File: config.mk
export PLATFORM = sky130hd
export DESIGN_NAME = mat4add_feeder
export DESIGN_NICKNAME = d
export VERILOG_FILES = /design/src/rtl/mat4add_feeder.sv
export SDC_FILE = /design/constraint.sdc
export NUM_CORES = 1
export LEC_CHECK = 0
export ABC_CLOCK_PERIOD_IN_PS = 70800
export BUFFER_PORTS_ARGS = -buffer_cell sky130_fd_sc_hd__clkbuf_2
export CAP_MARGIN = 20
export CORE_AREA = 4 4 428 430
export CTS_CLUSTER_SIZE = 25
export DETAILED_ROUTE_END_ITERATION = 8
export DIE_AREA = 0 0 432 434
export PLACE_DENSITY = 0.38
export SYNTH_ARGS = -nofsm -noshare
export SYNTH_HDL_FRONTEND = slang
export SYNTH_SLANG_ARGS = --single-unit
File: constraint.sdc
create_clock -name clk -period 70.8 [get_ports clk]
set_input_delay 14.16 -clock clk [delete_from_list [all_inputs] [get_ports clk]]
set_output_delay 14.16 -clock clk [all_outputs]
set_load 0.01 [all_outputs]
File: src/rtl/mat4add_feeder.sv
// mat4add_feeder: packs a 64-bit element stream into the a/b operand buses of
// mat4add, fires a one-cycle start pulse, freezes the operands until done, and
// captures the c result with a one-cycle valid pulse.
// N_ELEM must be a power of two >= 2 (the element counter splits into slot/select bits).
module mat4add_feeder #(
  parameter int ELEM_W = 64,
  parameter int N_ELEM = 4
) (
  input  logic                       clk,
  input  logic                       rst,
  input  logic                       in_valid,
  output logic                       in_ready,
  input  logic [ELEM_W-1:0]          in_data,
  output logic [ELEM_W*N_ELEM-1:0]   a,
  output logic [ELEM_W*N_ELEM-1:0]   b,
  output logic                       start,
  input  logic                       done,
  input  logic [ELEM_W*N_ELEM-1:0]   c,
  output logic [ELEM_W*N_ELEM-1:0]   res,
  output logic                       res_valid,
  output logic                       busy
);

  localparam int OP_W   = ELEM_W * N_ELEM;
  localparam int SLOT_W = $clog2(N_ELEM);
  localparam int CNT_W  = SLOT_W + 1;

  typedef enum logic [1:0] {
    FILL = 2'd0,
    FIRE = 2'd1,
    WAIT = 2'd2
  } state_t;

  state_t            state_q, state_d;
  logic [CNT_W-1:0]  cnt_q, cnt_d;
  logic [OP_W-1:0]   a_q, a_d;
  logic [OP_W-1:0]   b_q, b_d;
  logic [OP_W-1:0]   res_q, res_d;
  logic              start_q, start_d;
  logic              res_valid_q, res_valid_d;
  logic [SLOT_W-1:0] slot;
  logic              sel_b;

  // Next-state, operand packing and result capture.
  always_comb begin
    state_d     = state_q;
    cnt_d       = cnt_q;
    a_d         = a_q;
    b_d         = b_q;
    res_d       = res_q;
    start_d     = 1'b0;
    res_valid_d = 1'b0;
    slot        = cnt_q[SLOT_W-1:0];
    sel_b       = cnt_q[CNT_W-1];
    case (state_q)
      FILL: begin
        if (in_valid) begin
          if (sel_b) b_d[slot*ELEM_W +: ELEM_W] = in_data;
          else       a_d[slot*ELEM_W +: ELEM_W] = in_data;
          // Counter wraps to zero naturally on the last element.
          cnt_d = cnt_q + 1'b1;
          if (cnt_q == '1) begin
            state_d = FIRE;
            start_d = 1'b1;
          end
        end
      end
      FIRE: state_d = WAIT;
      WAIT: begin
        if (done) begin
          res_d       = c;
          res_valid_d = 1'b1;
          state_d     = FILL;
        end
      end
      default: state_d = FILL;
    endcase
  end

  // State and datapath registers with asynchronous clear.
  always_ff @(posedge clk or posedge rst) begin
    if (rst) begin
      state_q     <= FILL;
      cnt_q       <= '0;
      a_q         <= '0;
      b_q         <= '0;
      res_q       <= '0;
      start_q     <= 1'b0;
      res_valid_q <= 1'b0;
    end else begin
      state_q     <= state_d;
      cnt_q       <= cnt_d;
      a_q         <= a_d;
      b_q         <= b_d;
      res_q       <= res_d;
      start_q     <= start_d;
      res_valid_q <= res_valid_d;
    end
  end

  assign in_ready  = (state_q == FILL);
  assign busy      = (state_q != FILL);
  assign a         = a_q;
  assign b         = b_q;
  assign res       = res_q;
  assign start     = start_q;
  assign res_valid = res_valid_q;

endmodule

After elaboration in Yosys (flattened, before gate mapping)
Cells that the tools add are included.
- register bits after elaboration: 775
- add/subtract/negate cells: 2
- mux-type cells: 11
- bitwise operators: 1
- eq/ne operators: 6
- shift operators: 2
- reduce and logical (&&, ||, !) cells: 7
- operators with widths (operator ; count):
    $bwmux W256 ; 2
    $shift A64 B34 Y256 const A ; 1
    $shiftx A64 B34 Y256 ; 1
    $neg A8 Y34 ; 1
    $reduce_and A3 Y1 ; 3
    $mux W2 ; 3
    $pmux W2 S3 ; 1
    $mux W1 ; 5
    $ne A2 B2 Y1 const B ; 2
    $reduce_and A2 Y1 ; 2
    $add A3 B1 Y3 const B ; 1
    $eq A3 B3 Y1 const B ; 1
    $eq A2 B1 Y1 const B ; 1
    $eq A2 B2 Y1 const B ; 1
    $logic_not A2 Y1 ; 1
    $ne A2 B1 Y1 const B ; 1
    $reduce_bool A2 Y1 ; 1
    $not A1 Y1 ; 1

Longest topological paths before layout
Gate-level depths: netlist of run 1.
- depth in word-level cells: 4
- mapped depth: 8
- depth with buffers taken out: 5

Worst setup path before layout of run 1
No wires, ideal clock.
- path type: input to register
- start: input port in_valid
- end: register a_q[128], in the netlist a[128]
- path slack: 55.428 ns
- buffers on the path: 2
- arrival: 15.247 ns
- stages on the path: 5
- cells stage by stage: nor4bb_4 > nor2b_1 > buf_4 > buf_6 > mux2_2
- cells in the longest elaborated chain, start to end: 1
- ends and longest elaborated chain (item ; line ; RTL):
    from (decl) ; 11 ; input logic in_valid,
    $reduce_and A3 Y1 (no source line) ; -- ;
    to (signal assigned) ; 85 ; a_q <= '0;
    to (signal assigned) ; 93 ; a_q <= a_d;
    to (decl) ; 36 ; logic [OP_W-1:0] a_q, a_d;
Every way passes these cells.
A chain may end at the register's enable or synchronous reset.

Final worst setup path of run 1
- start: input port done
- end: register res_q[1], in the netlist res[1]
- cells in the longest elaborated chain, start to end: 1
- ends and longest elaborated chain (item ; line ; RTL):
    from (decl) ; 17 ; input logic done,
    $reduce_and A2 Y1 (no source line) ; -- ;
    to (signal assigned) ; 95 ; res_q <= res_d;
    to (decl) ; 38 ; logic [OP_W-1:0] res_q, res_d;
Every way passes these cells.

==> flow_summary.yaml, run 1 <==
logic_synthesis:
  ys_types: 24
  synth_top_family_by_area: "multiplexers"
  muxShareOfSynthArea: 0.2818
  synth_area_um2: 30800
  yosysSeqAreaShare: 0.6296
  postSynthAreaPerCell_um2: 15.42
  netlist_instances: 1997
  synth-simple-area-share: 0.05646
  mappedNetlistNets: 2327
  synth_compound_area_frac: 0
  yosysWarnings: 0
  ys_seq_elements: 775
  synth_xor_area_frac: 0.0002843
  synth_fa_ha_area_frac: 0.002437
timing:
  finalHoldViolCount: 0
  finClkSkew_ns: 0.01955
  slew_viol_final: 0
  relSlewSlack: 0.2806
  rsz0062_at_grt: "false"
  fin_crit_ns: 18.02
  setup-tns-final_ns: 0
  finalSetupViolCount: 0
  worstMarginPinSlew_ns: 1.079
  max_freq_ghz: 0.05549
  finalCritPeriodShare: 0.2545
clock_network:
  ctsHoldBuffers: 0
  cts_buffer_depth: 3
  clock_sinks: 775
  path_clk_slew_ns: 0.06
  post_cts_resized: 0
  cts_buffers: 96
  cts-htree-levels: 3
  insertion_delay_ns: 0.70
  root_buffer: "clkbuf_16"
  post-cts-setup-buffers: 0
  tritoncts: "done"
finish:
  final_cells: 5571
  drive_gt1_frac: 0.6466
  fin_area_um2: 41940
  layout.nets: 3444
  most-common-layout-cells: "clkbuf_2 (1095), dfrtp_1 (775), mux2_2 (770)"
  final_common_cell: "clkbuf_2"
  fillers: 19330
  area_delta_synth_final_pct: 36.17
floorplanning:
  initial_utilization: 0.1714
  dieArea_um2: 187500
  std_cell_rows: 156
  chipHeight_um: 434
  io_pins: 1096
  coreArea_um2: 179800
  die_x_um: 432
drt:
  drc: 0
  ant_nets: 0
  viasPerCell: 3.733
  vias: 20800
  post_drt_wl_per_cell_um: 23.87
  dr.pass1.iters: 4
  drt_iter0_drc: 851
  wirelength_um: 133000
global_routing:
  grt.total_usage: 0.1375
  antenna_found_initial: 21
  grt_max_degree: 157
  grt_pass1_vias: 22600
  grt_pass1_wl_um: 182900
  grt_remaining_overflow: 0
worst_hold_path:
  hold_path.class: "reg2reg"
critical_path:
  path_cells: "clkbuf_2, nand2_1, nor2_4, buf_4, buf_4, buf_4, buf_4, mux2_2"
  critPathMaxStageDelay_ns: 0.78
  crit_fanout: 65
  worstPathRequired_ns: 71.40
  cp_common_cell: "buf_4"
  crit_path_start_kind: "input pin"
  crit_type: "in2reg"
  crit_slowest_cell: "buf_4"
  cp-end-kind: "flop"
  arrival_ns: 18.62
power:
  powerDensity_nw_per_um2: 46.31
  power.leakage_nw: 21.44
  power_mw: 1.943
  ir_drop_uv: 21.73
place:
  dp.cells: 5386
  gp_congestion: 0.7670
  detailed_place_hpwl_um: 100600
  io_buffer_count: 1095
  dpl_cell_area_um2: 38750
run_status:
  outcome: "completed"
flow_run:
  drv_cap: 0
[report_power, final]
| part | switching (mW) | leakage [nW] | total, mW | internal, mW |
|---|---|---|---|---|
| Clock | 0.205 | 1.55 | 0.500 | 0.295 |
| Combinational | 0.423 | 9.65 | 0.729 | 0.305 |
| Sequential | 0.0966 | 10.2 | 0.714 | 0.617 |
[cell type report]
cell class	count	area [um^2]	area share
Sequential cell	775	19390	0.4624
Multi-Input combinational cell	1102	10570	0.2521
Timing Repair Buffer	1135	5793	0.1381
Tap cell	2370	2965	0.07070
Clock buffer	152	2864	0.06828
Clock inverter	24	309.0	0.007368
Inverter	4	22.52	0.0005369
Antenna cell	9	22.52	0.0005369
[synth_stat cells (all sizes together)]
cell type	n	area (um^2)
nor3b	5	37.54
nand2	3	13.77
dfrtp	775	19390
inv	4	15.01
mux2i	1	10.01
and2	127	794.5
and3b	1	8.760
nand2b	44	275.3
mux2	770	8671
nor2	131	491.7
nor4b	1	8.760
and3	2	12.51
nand3b	5	37.54
buf	95	812.0
ha	6	75.07
nor4bb	2	35.03
xnor2	1	8.760
clkbuf	21	78.83
nor2b	1	6.260
or3b	2	17.52
[critical path, delay by kind of cell]
| kind | cells | cell delay [ns] |
|---|---|---|
| buf+inv | 5 | 3.09 |
| simple gates | 2 | 0.78 |
| mux | 1 | 0.42 |
[through the flow]
stage	utilization	setup WS (ns)	hold WS, ns
after floorplan	-	34.88	0.5327
after global placement	0.2155	51.90	0.4871
after detailed placement	0.2155	51.90	0.4916
after CTS	0.2332	52.76	0.5045
after global routing	0.2332	52.55	0.5118
final	0.2333	52.78	0.5011
[logic make-up after synthesis]
| kind of cell | after synthesis |
|---|---|
| xor+xnor | 1 |
| flops | 775 |
| mux | 771 |
| fa+ha+maj | 6 |
| buf+inv | 120 |
| simple gates | 324 |
[registers in the layout, indices dropped and copies added, names as in the netlist]
register and cells:
res_valid 1, state_q 2, start 1, res 256, a 256, b 256
cnt_q 3
[worst paths after layout]
| check | start | endpoint | slack, ns | cells past startpoint |
|---|---|---|---|---|
| setup / recovery | done | res[1]$_DFFE_PP0P_ | 52.78 | 8 |
| hold / removal | a[74]$_DFFE_PP0P_ | a[74]$_DFFE_PP0P_ | 0.50 | 1 |
| setup reg to reg | state_q[1]$_DFFE_PP0P_ | res[1]$_DFFE_PP0P_ | 65.69 | 7 |
| hold reg to reg | a[74]$_DFFE_PP0P_ | a[74]$_DFFE_PP0P_ | 0.50 | 1 |
| max in group asynchronous | rst | a[251]$_DFFE_PP0P_ | 54.04 | 5 |
| min in group asynchronous | rst | res[74]$_DFFE_PP0P_ | 13.61 | 2 |
[metal layers]
metal,track usage,part of all wire,vias up
li1,-,-,9206
met1,0.1500,0.37,10700
met2,0.2542,0.53,744
met3,0.04140,0.072,142
met4,0.04243,0.024,6
met5,0,0.00021,-
(Power assumes the default switching activity.)
==> inputs of run 2 (changes only) <==
- ABC_AREA: not set -> 1
- ABC_CLOCK_PERIOD_IN_PS: 70800 -> 15220
- PLACE_DENSITY: 0.38 -> 0.39
- clock period: 70.8 -> 15.22 ns (I/O delays scaled with it)
==> run 2 against run 1 <==
Via count up 40%. Global-route usage up 5.6 points. Clock skew up 0.014 ns. Design area up 1.6%. Final cell count up 31%. Register-to-register slack worse by 55 ns. Non-clock buffer count up 3. Flip-flop and latch count unchanged. First-iteration DRC count rose to 2.6 times the previous value. Critical path depth down 3. Wire length up 41%. Combinational power rose to 4.9 times the previous value. Critical path type is now in2async. Critical endpoint is now b[67]$_DFFE_PP0P_. Largest cell class unchanged.
==> flow_summary.yaml, run 2 <==
run_status:
  outcome: "completed"
clock_network:
  insertion_delay_ns: 0.73
  tritoncts: "done"
  cts_buffers: 98
  post_cts_resized: 0
  cts_buffer_depth: 3
  clock_sinks: 775
  ctsHoldBuffers: 0
  cts-htree-levels: 3
  post-cts-setup-buffers: 0
  root_buffer: "clkbuf_16"
  path_clk_slew_ns: 0.06
timing:
  setup-tns-final_ns: 0
  finalCritPeriodShare: 0.3592
  finalSetupViolCount: 0
  setup_ws_ns: 9.753
  rsz0062_at_grt: "false"
  finClkSkew_ns: 0.03329
  fin_crit_ns: 5.467
  finalHoldViolCount: 0
  slew_viol_final: 0
  relSlewSlack: 0.2522
  worstMarginPinSlew_ns: 1.122
  max_freq_ghz: 0.1829
critical_path:
  r2r_end: "a[33]$_DFFE_PP0P_"
  cp-end-kind: "asynchronous set/reset pin"
  arrival_ns: 6.16
  crit_type: "in2async"
  worstPathRequired_ns: 15.91
  crit_path_start_kind: "input pin"
  rr_startpoint: "cnt_q[0]$_DFFE_PP0P_"
  ff2ff_setup_slack_ns: 10.48
  crit_slowest_cell: "buf_4"
  crit_family: "buffers and inverters"
  critPathMaxStageDelay_ns: 0.84
  crit_fanout: 114
  cp_common_cell: "buf_4"
  path_cells: "clkbuf_2, clkinvlp_4, buf_4, buf_12, buf_4"
  r2r_cells: 7
  path_buf_inv: 5
power:
  ir_drop_uv: 121.7
  power_mw: 9.370
  power.leakage_nw: 24.64
  powerDensity_nw_per_um2: 220.0
logic_synthesis:
  synth.largest_area_cell: "dfrtp_1"
  ys_seq_elements: 775
  synth_commonest_cells: "nand2_1 (2405), dfrtp_1 (775), nor2_1 (262)"
  synth-async-reset-ratio: 1.000
  postSynthAreaPerCell_um2: 8.161
  yosysSeqAreaShare: 0.6229
  netlist_instances: 3815
  mappedNetlistNets: 4145
  synth.most_common_cell: "nand2_1"
  synth_top_area_frac: 0.6229
  synth_area_leaders: "dfrtp_1 (62%), nand2_1 (29%), nor2_1 (3.2%)"
  synth_edf_count: 0
  synth_top_flop_cell: "dfrtp_1"
  yosysWarnings: 0
  synth_area_um2: 31130
  ys_types: 18
finish:
  area_delta_synth_final_pct: 36.81
  final_common_cell: "nand2_1"
  most-common-layout-cells: "nand2_1 (2398), clkbuf_2 (1095), dfrtp_1 (774)"
  layout.nets: 5180
  drive_gt1_frac: 0.2686
flow_run:
  drv_cap: 0
global_routing:
  grt_max_degree: 177
  antenna_found_initial: 36
  grt_pass1_wl_um: 252600
  grt.total_usage: 0.1933
  grt_remaining_overflow: 0
  grt_pass1_vias: 29090
floorplanning:
  io_pins: 1096
  die_x_um: 432
  dieArea_um2: 187500
  initial_utilization: 0.1732
  std_cell_rows: 156
  coreArea_um2: 179800
  chipHeight_um: 434
drt:
  viasPerCell: 3.992
  dr.pass1.iters: 5
  wirelength_um: 188000
  drc: 0
  drt_iter0_drc: 2239
  vias: 29180
  post_drt_wl_per_cell_um: 25.72
  ant_nets: 0
place:
  detailed_place_hpwl_um: 141800
  io_buffer_count: 1095
  gp_congestion: 0.8640
  place_ws_ns: 8.885
worst_hold_path:
  min_to: "res[244]$_DFFE_PP0P_"
  hold_path.class: "reg2reg"
  hold_depth: 2
  min_from: "res[244]$_DFFE_PP0P_"
run 2: cell count changes in the layout (fill, tap and decap cells not counted), sizes merged, moves of 44 or more:
cell    before   now
mux2       770     0
nor2       131   270
nand2b      44     0
inv          9    84
o21ai        0    66
nand2        3  2405
and2       127     0
run 2: power breakdown:
part           switching (mW)  leakage, nW  internal (mW)
combinational            2.57         12.6          0.984
sequential              0.555         10.4           2.79
clock                   0.999         1.65           1.47
total                    4.13         24.6           5.24
run 2: kinds of logic (layout without fill, tap and decap cells):
family | Yosys count | count (layout) | synth area share
xor+xnor | 1 | 1 | 0.0002814
fa+ha+maj | 6 | 6 | 0.002411
other cells | 0 | 12 | 0
buf+inv | 283 | 1397 | 0.03761
compound gates | 67 | 67 | 0.01077
simple gates | 2683 | 2683 | 0.3260
flops | 775 | 775 | 0.6229
run 2: metrics by stage:
step / hold slack [ns] / instance area [um^2] / utilization / cells
after floorplan: 0.5027 / 31140 / - / 3815
after global placement: 0.4615 / 39180 / 0.2180 / 7119
after detailed placement: 0.4636 / 39180 / 0.2180 / 7119
after CTS: 0.4800 / 42550 / 0.2367 / 7298
after global routing: 0.4892 / 42590 / 0.2369 / 7307
final: 0.4747 / 42600 / 0.2370 / 7311
run 2: worst max-delay path by stage:
stage | startpoint | end | slack (ns) | cells past startpoint
after floorplan | rst | a[0]$_DFFE_PP0P_ | 1.54 | 1
after global routing | rst | b[70]$_DFFE_PP0P_ | 9.30 | 5
after CTS | rst | a[202]$_DFFE_PP0P_ | 9.71 | 5
after detailed placement | rst | a[67]$_DFFE_PP0P_ | 8.88 | 5
final | rst | b[67]$_DFFE_PP0P_ | 9.75 | 5
after global placement | rst | b[69]$_DFFE_PP0P_ | 8.84 | 5
run 2: per-layer routing:
metal  track usage  vias to the layer above  wire length [um]
li1              -                    13530                 -
met1        0.2361                    14500             76650
met2        0.3171                      923             89710
met3       0.07311                      209             16770
met4       0.05557                       18              4797
met5             0                        -               113
run 2: layout make-up:
class / count / area, um^2
inverter: 80 / 312.8
timing repair buffer: 1138 / 5866
tap: 2370 / 2965
clock buffer: 142 / 2879
antenna: 12 / 30.03
multi-input combinational: 2757 / 10660
sequential: 775 / 19400
fill: 20160 / 137200
clock inverter: 37 / 485.5
run 2: worst reg2reg max path, stage by stage (launching register included):
cell and delay, ns:
dfrtp_4 0.76, inv_1 0.89, ha_4 0.51, buf_4 0.61, nand3_4 0.89, buf_4 0.64, nand2_1 0.22, o21ai_1 0.07
==> inputs of run 3 (changes only) <==
- ABC_CLOCK_PERIOD_IN_PS: 15220 -> 5400
- CORE_AREA: 4 4 428 430 -> 4 4 430 432
- DIE_AREA: 0 0 432 434 -> 0 0 434 436
- PLACE_DENSITY: 0.39 -> 0.38
- clock period: 15.22 -> 5.4 ns (I/O delays scaled with it)
==> run 3 against run 2 <==
Clock skew is essentially flat. First-iteration DRC count grew 2.1%. Worst hold slack lost 0.018 ns. Via count grew 1.3%. Highest routed layer unchanged. Combinational power grew to 2.8 times the previous value. Final cell count grew 0.21%. Largest power group unchanged. Critical endpoint is now b[18]$_DFFE_PP0P_.
==> flow_summary.yaml, run 3 (same netlist as run 2, synthesis figures left out) <==
critical_path:
  path_cells: "inv_1, buf_4, ha_4, buf_4, nand4_1, buf_12, nand2_1, nand2_1"
  crit_path_start_kind: "flop"
  arrival_ns: 4.02
  worstPathRequired_ns: 6.02
  cp-startpoint: "cnt_q[0]$_DFFE_PP0P_"
  cp-end-kind: "flop"
  critPathMaxStageDelay_ns: 0.64
  r2r_cells: 8
  rr_startpoint: "cnt_q[0]$_DFFE_PP0P_"
  crit_type: "reg2reg"
  ff2ff_setup_slack_ns: 2.00
  crit_slowest_cell: "nand4_1"
  r2r_end: "b[18]$_DFFE_PP0P_"
  crit_family: "buffers and inverters"
  crit_fanout: 53
  path_buf_inv: 4
timing:
  max_freq_ghz: 0.2940
  finalHoldViolCount: 0
  setup-tns-final_ns: 0
  worstMarginPinSlew_ns: 1.117
  slew_viol_final: 0
  setup_ws_ns: 1.998
  rsz0062_at_grt: "false"
  fin_crit_ns: 3.402
  finalCritPeriodShare: 0.6300
  relSlewSlack: 0.2552
  finalSetupViolCount: 0
  finClkSkew_ns: 0.03372
drt:
  drt_iter0_drc: 2287
  vias: 29550
  wirelength_um: 185600
  drc: 0
  dr.pass1.iters: 7
  viasPerCell: 4.034
  post_drt_wl_per_cell_um: 25.33
  ant_nets: 0
clock_network:
  post_cts_resized: 0
  post-cts-setup-buffers: 0
  root_buffer: "clkbuf_16"
  cts_buffers: 99
  cts-htree-levels: 3
  path_clk_slew_ns: 0.06
  cts_buffer_depth: 3
  clock_sinks: 775
  ctsHoldBuffers: 0
  tritoncts: "done"
  insertion_delay_ns: 0.74
floorplanning:
  die_x_um: 434
  initial_utilization: 0.1724
  std_cell_rows: 156
  io_pins: 1096
  chipHeight_um: 436
  dieArea_um2: 189200
  coreArea_um2: 180500
power:
  ir_drop_uv: 489.7
  powerDensity_nw_per_um2: 619.0
  power.leakage_nw: 24.80
global_routing:
  grt.total_usage: 0.1898
  grt_pass1_wl_um: 251600
  grt_pass1_vias: 28960
  grt_max_degree: 151
  grt_remaining_overflow: 0
  antenna_found_initial: 23
place:
  detailed_place_hpwl_um: 142200
  dp.cells: 7129
  io_buffer_count: 1095
  gp_congestion: 0.9304
  place_ws_ns: 1.946
finish:
  final_common_cell: "nand2_1"
  fin_util: 0.2376
  drive_gt1_frac: 0.2718
  layout.nets: 5190
  area_delta_synth_final_pct: 37.80
  most-common-layout-cells: "nand2_1 (2398), clkbuf_2 (1095), dfrtp_1 (774)"
  fillers: 20250
  final_cells: 7326
run_status:
  outcome: "completed"
flow_run:
  drv_cap: 0
worst_hold_path:
  hold_path.class: "in2async"
## run 3: where the power goes
group          internal (mW)  switching, mW  total (mW)
logic                   2.82           7.15        9.96
registers               7.87           1.55        9.43
clock network           4.24           2.93        7.17
total                   14.9           11.6        26.6
## run 3: routing by layer
layer,GRT usage,part of all wire,vias up
met1,0.2415,0.42,14770
met4,0.05290,0.024,10
li1,-,-,13580
met5,0,0.00037,-
met2,0.3098,0.47,992
met3,0.05887,0.080,197
## run 3: stage by stage
| stage | hold WS (ns) | power, mW | area [um^2] |
|---|---|---|---|
| after detailed placement | 0.4637 | 19.62 | 39390 |
| final | 0.4570 | 26.56 | 42900 |
| after floorplan | 0.5027 | 13.63 | 31140 |
| after CTS | 0.3930 | 27.02 | 42880 |
| after global routing | 0.4412 | 28.17 | 42900 |
| after global placement | 0.4616 | 19.59 | 39360 |
## run 3: worst max path at each step
| stage | to | slack, ns | cells past startpoint |
|---|---|---|---|
| 4_1_cts | b[14]$_DFFE_PP0P_ | 1.94 | 8 |
| 3_5_place_dp | b[14]$_DFFE_PP0P_ | 1.95 | 8 |
| 6_report | b[18]$_DFFE_PP0P_ | 2.00 | 8 |
| 3_3_place_gp | b[27]$_DFFE_PP0P_ | 1.95 | 8 |
| 2_1_floorplan | a[0]$_DFFE_PP0P_ | -6.31 | 1 |
| 5_1_grt | b[20]$_DFFE_PP0P_ | 1.75 | 8 |
## run 3: area by class of cell
type / count / area (um^2) / area share
well taps: 2370 / 2965 / 0.06911
inverters: 80 / 312.8 / 0.007291
diodes: 11 / 27.53 / 0.0006416
clock inverters: 45 / 578.1 / 0.01347
multi-input cells: 2757 / 10650 / 0.2483
repair buffers: 1147 / 6066 / 0.1414
flip-flops and latches: 775 / 19400 / 0.4521
clock buffers: 141 / 2905 / 0.06771
## run 3: worst register-to-register path, stage by stage, from the launching register on
cell and delay, ns:
dfrtp_4 0.60, inv_1 0.09, buf_4 0.25, ha_4 0.47, buf_4 0.53, nand4_1 0.66
buf_12 0.43, nand2_1 0.22, nand2_1 0.05
